`src/rtl/vram_pkg.sv`:
```
// vram_pkg: shared FSM state, owner encoding and default strobe length for vram_arbiter.
package vram_pkg;
    typedef enum logic [1:0] {IDLE, SETUP, STROBE, DONE} state_t;
    typedef enum logic {OWN_VID, OWN_CPU} owner_t;
    localparam int WAIT_DEFAULT = 2;
endpackage

```
`src/rtl/vram_arbiter.sv`:
```
// vram_arbiter: shares one asynchronous SRAM between a video fetch port and a CPU port.
module vram_arbiter
    import vram_pkg::*;
#(
    parameter int WAIT_CYCLES = WAIT_DEFAULT,
    parameter bit VID_PRIO    = 1'b1
) (
    input  logic        clk,
    input  logic        rst,
    input  logic [15:0] VAD,
    input  logic        vram_cs,
    output logic [7:0]  VDI,
    output logic        vram_complete,
    input  logic [15:0] cpu_addr,
    input  logic [7:0]  cpu_di,
    output logic [7:0]  cpu_do,
    input  logic        cpu_rw,
    input  logic        cpu_cs,
    output logic        cpu_ready,
    output logic [15:0] ram_a,
    output logic [7:0]  ram_d_o,
    input  logic [7:0]  ram_d_i,
    output logic        ram_cs_n,
    output logic        ram_oe_n,
    output logic        ram_we_n
);
    state_t      state, next;
    owner_t      owner, last_own;
    logic        cold, vid_ok, cpu_ok, rd;
    logic [2:0]  cnt;
    logic [15:0] addr;
    logic [7:0]  wd, vdi_r, cdo_r;
    logic        vreq, creq, go, pick_cpu, last_s, done_vid, done_cpu;

    assign vreq     = vram_cs && vid_ok;
    assign creq     = cpu_cs && cpu_ok;
    assign go       = vreq || creq;
    // On a tie the requester not served last wins; before any service VID_PRIO decides.
    assign pick_cpu = creq && (!vreq || (cold ? !VID_PRIO : last_own == OWN_VID));
    assign last_s   = cnt == 3'd1;
    assign done_vid = state == DONE && owner == OWN_VID;
    assign done_cpu = state == DONE && owner == OWN_CPU;

    always_ff @(posedge clk or negedge rst)
        if (!rst) state <= IDLE;
        else      state <= next;

    always_comb begin
        next = state == IDLE   ? (go ? SETUP : IDLE) :
               state == SETUP  ? STROBE :
               state == STROBE ? (last_s ? DONE : STROBE) : IDLE;
    end

    always_comb begin
        ram_cs_n      = !(state == SETUP || state == STROBE);
        ram_oe_n      = !(state == STROBE && rd);
        // The final write strobe clock keeps we_n high so data holds past the write edge.
        ram_we_n      = !(state == STROBE && !rd && !last_s);
        vram_complete = done_vid;
        cpu_ready     = done_cpu;
        ram_a         = addr;
        ram_d_o       = wd;
        VDI           = vdi_r;
        cpu_do        = cdo_r;
    end

    always_ff @(posedge clk or negedge rst) begin
        if (!rst) begin
            owner    <= OWN_VID;
            last_own <= OWN_CPU;
            cold     <= 1'b1;
            vid_ok   <= 1'b1;
            cpu_ok   <= 1'b1;
            rd       <= 1'b1;
            cnt      <= '0;
            addr     <= '0;
            wd       <= '0;
            vdi_r    <= '0;
            cdo_r    <= '0;
        end else begin
            if (state == IDLE && go) begin
                owner    <= pick_cpu ? OWN_CPU : OWN_VID;
                last_own <= pick_cpu ? OWN_CPU : OWN_VID;
                cold     <= 1'b0;
                addr     <= pick_cpu ? cpu_addr : VAD;
                rd       <= pick_cpu ? cpu_rw : 1'b1;
                if (pick_cpu) wd <= cpu_di;
            end
            cnt <= state == SETUP ? 3'(WAIT_CYCLES) : state == STROBE ? cnt - 3'd1 : cnt;
            if (state == STROBE && last_s && rd && owner == OWN_VID) vdi_r <= ram_d_i;
            if (state == STROBE && last_s && rd && owner == OWN_CPU) cdo_r <= ram_d_i;
            // A request still held across its own DONE edge stays blocked until cs is seen low.
            vid_ok <= done_vid ? !vram_cs : (vid_ok || !vram_cs);
            cpu_ok <= done_cpu ? !cpu_cs : (cpu_ok || !cpu_cs);
        end
    end
endmodule

```
`config.mk`:
```
export PLATFORM = sky130hd
export DESIGN_NAME = vram_arbiter
export DESIGN_NICKNAME = d
export VERILOG_FILES = /design/src/rtl/vram_pkg.sv /design/src/rtl/vram_arbiter.sv
export SDC_FILE = /design/constraint.sdc
export NUM_CORES = 1
export LEC_CHECK = 0
export CAP_MARGIN = 20
export CORE_UTILIZATION = 39
export DETAILED_ROUTE_END_ITERATION = 10
export GPL_TIMING_DRIVEN = 1
export HOLD_SLACK_MARGIN = 0.02
export PLACE_DENSITY = 0.77
export SYNTH_ARGS = -nofsm -noshare
export SYNTH_HDL_FRONTEND = slang
export SYNTH_SLANG_ARGS = --single-unit
```
`constraint.sdc`:
```
create_clock -name clk -period 1.55 [get_ports clk]
set_input_delay 0.155 -clock clk [delete_from_list [all_inputs] [get_ports clk]]
set_output_delay 0.155 -clock clk [all_outputs]
set_load 0.02 [all_outputs]
```
==> impl_results.md <==
* Number of clock sinks at 51
* Reg2Reg Launch Point: state[0]$_DFF_PN0_
* 1st-pass router iterations at 4
* Clock slew at reported path FFs at 0.09 ns
* Weighted congestion reported at the end of routability-driven placement at 0.766
* Worst-case reg-to-reg path depth at 6
* Most frequent standard cell in the layout excluding fill and tap cells: clkdlybuf4s50_1
* Detailed router's first-iteration violation count at 96
* Startpoint type of the worst setup path: register
* H-Tree Level Count at 2
* Starting density of the core at 0.404
* Gate count of the mapped netlist at 201
* Leakage power figure at 1.50 nW
* Class of the tightest hold or removal check: in2async
* Count of antenna-violating nets left after detailed routing at 0
* Average wire length per cell after detail routing at 15.0 microns
* Share of cells above drive strength 1 at 0.244
* CP max stage cell: dfrtp_1
* Post-route design area at 3640 sq um
* RSZ-0062 raised after global routing: yes
* Most used cells in the layout excluding fill and tap cells: clkdlybuf4s50_1, dfrtp_1, mux2_2
* IO buf count at 97
* Grt total ovfl at 0
* Achievable clock frequency at 662 MHz
* Die W at 80.3 microns
* Reg-to-reg endpoint: VDI[4]$_DFFE_PN0P_
* Mean instance size in the synthesized netlist at 11.9 sq um
* Total global routing track utilization at 0.187
* First-pass GRT wire length at 9340 microns
* Number of diodes at 0
* Post-synth EDFFs at 0
* Num CTS Buffers at 5
* Kind of capture point of the worst setup path: register
* Post-detailed-route DRC marker count at 0
* Post-synthesis async set-or-reset flop share at 1.00
* Via count of the first global-routing pass at 2,010
* Power density normalized to cell area at 2020 nW/um^2
* CTS tree: built
* Number of buffers on the longest clock path at 2
* Data arrival time of the worst path at 1.70 ns
* Die Area at 6450 sq um
* Number of synthesized register bits at 51
* Cell chain of the critical path: inv_2 -> ha_4 -> nand4b_1 -> nor2_2 -> buf_12 -> mux2_2
* Area after DPL at 3480 sq um
* Vias per inst at 5.15
* Cell at the root of the clock tree: clkbuf_8
* Total Wirelength at 5750 microns
* Tcrit/Tclk final at 0.974
* Total of fill cells in the finished design at 521
* Rel. slew slack at 0.759
* Outcome: completed
* Syn_nets at 260
* Post-layout total power at 0.00737 W
* Number of nets in the layout at 365
* Initial antenna violation count at 0
* Core ar. at 5920 sq um
* Synth Cell Area at 2390 sq um
* Slew Viols, Final at 0
* Sequential share of the synthesized area at 0.536
* Worst Skew at 0.00409 ns
* Area overhead of the layout relative to synthesis at 52.4%
* Period minus WS final at 1.51 ns
* # setup viols final at 0
* Crit Path Max Fanout at 8
* Number of failing hold endpoints at the final stage at 0
* Maximum cell stage delay along the critical path at 0.41 ns
* Area taken by flip-flops and latches at 1280 sq um
* Via count of the routed design at 1,969
* Main synth FF type: dfrtp_1
* Type of the setup path with the least slack: reg2reg
* Post-layout utilization of the core at 0.616
* Total of max-cap violations at 0
* Flop-to-flop setup slack at 0.04 ns
* Largest net degree at the start of global routing at 52
* Yosys warning total at 0
* Number of distinct library cells after synthesis at 31
* HPWL Detailed at 4080 microns
* Row cnt at 28
* Vertical extent of the die at 80.3 microns
* Crit path required time at 1.74 ns
* Clock latency at the later pin of the worst-skew pair at 0.29 ns
* Peak ir drop on the vdd network at 0.000972 V
* Slew at the pin closest to its max-slew limit at 0.357 ns
* Ports at 98
* Footprint of the multi-input gates at 986 sq um
-- where the power goes --
group	switching (W)	internal, W	total (W)	leakage, nW
combinational	0.00194	0.00196	0.00390	0.845
sequential	0.000387	0.00201	0.00240	0.592
clock	0.000434	0.000644	0.00108	0.0644
total	0.00276	0.00461	0.00737	1.50
-- metrics by stage --
step	setup slack (ns)	hold WS, ns	setup TNS [ns]	cells
after floorplan	0.0261	-0.141	0	201
after global placement	0.00180	0.171	0	371
after detailed placement	-0.0302	0.168	-0.228	371
after CTS	0.00800	0.387	0	381
after global routing	-0.0385	0.401	-0.280	382
final	0.0401	0.383	0	382
-- final cells by class --
cell class	instances	share of cell area
multi-input cells	125	0.271
inverters	10	0.0103
flip-flops and latches	51	0.352
clock buffers	5	0.0189
clock inverters	3	0.0185
repair buffers	113	0.304
well taps	75	0.0257
-- sequential cells by signal, summed over array words and instances (netlist names) --
signal / cells
VDI: 8
cpu_ok: 1
ram_d_o: 8
cpu_do: 8
ram_a: 16
rd: 1
cold: 1
state: 2
owner: 1
last_own: 1
vid_ok: 1
cnt: 3
-- synth_stat cells (all sizes together) (2+ instances only) --
cell type | count | area, sq um
and2 | 3 | 21.3
a31oi | 17 | 169
nand2b | 2 | 12.5
buf | 7 | 77.6
ha | 6 | 75.1
a21oi | 16 | 80.1
dfrtp | 46 | 1150
mux2 | 24 | 270
inv | 10 | 37.5
dfstp | 5 | 131
nor2 | 2 | 10.0
nand2 | 6 | 22.5
o21ai | 22 | 110
clkbuf | 8 | 30.0
nand4 | 17 | 106
-- how the worst max path moves through the flow --
stage                             from  slack, ns  cells after the start                      to
floorplan           state[0]$_DFF_PN0_       0.03                      6  ram_d_o[0]$_DFFE_PN0P_
global placement                cpu_cs      0.002                      4    ram_a[6]$_DFFE_PN0P_
detailed placement             vram_cs      -0.03                      5  ram_d_o[1]$_DFFE_PN0P_
CTS                 state[1]$_DFF_PN0_      0.008                      3               cpu_ready
global route        state[0]$_DFF_PN0_      -0.04                      6      VDI[2]$_DFFE_PN0P_
finish              state[0]$_DFF_PN0_       0.04                      6      VDI[4]$_DFFE_PN0P_
-- repair_timing --
action / 4_1_cts / 5_1_grt
gates resized for setup: 19 / 4
pin swaps: 2 / 1
hold buffers: 1 / 0
endpoints found under the setup margin: 15 / 24
endpoints found under the hold margin: 46 / 0
setup buffers: 1 / 1
gates cloned: 0 / 0
-- kinds of logic after synthesis --
logic type,after synthesis,synth area share
simple gates,34,0.0842
flops,51,0.536
fa+ha+maj,6,0.0314
mux,25,0.117
buf+inv,25,0.0607
compound gates,60,0.171
-- routing by layer --
metal	global-route usage	vias up	part of all wire
met5	0	-	0
met4	0.0482	0	0.010
met3	0.0330	6	0.053
met2	0.328	62	0.49
met1	0.236	956	0.44
li1	-	945	-
-- critical path, delay by kind of cell (launching register included) --
family | cells | cell delay (ns)
muxes | 1 | 0.33
adders and majority gates | 1 | 0.15
and+or+nand+nor | 2 | 0.28
buffers and inverters | 2 | 0.23
DFF | 1 | 0.41
Power figures use the tool's default switching activity.
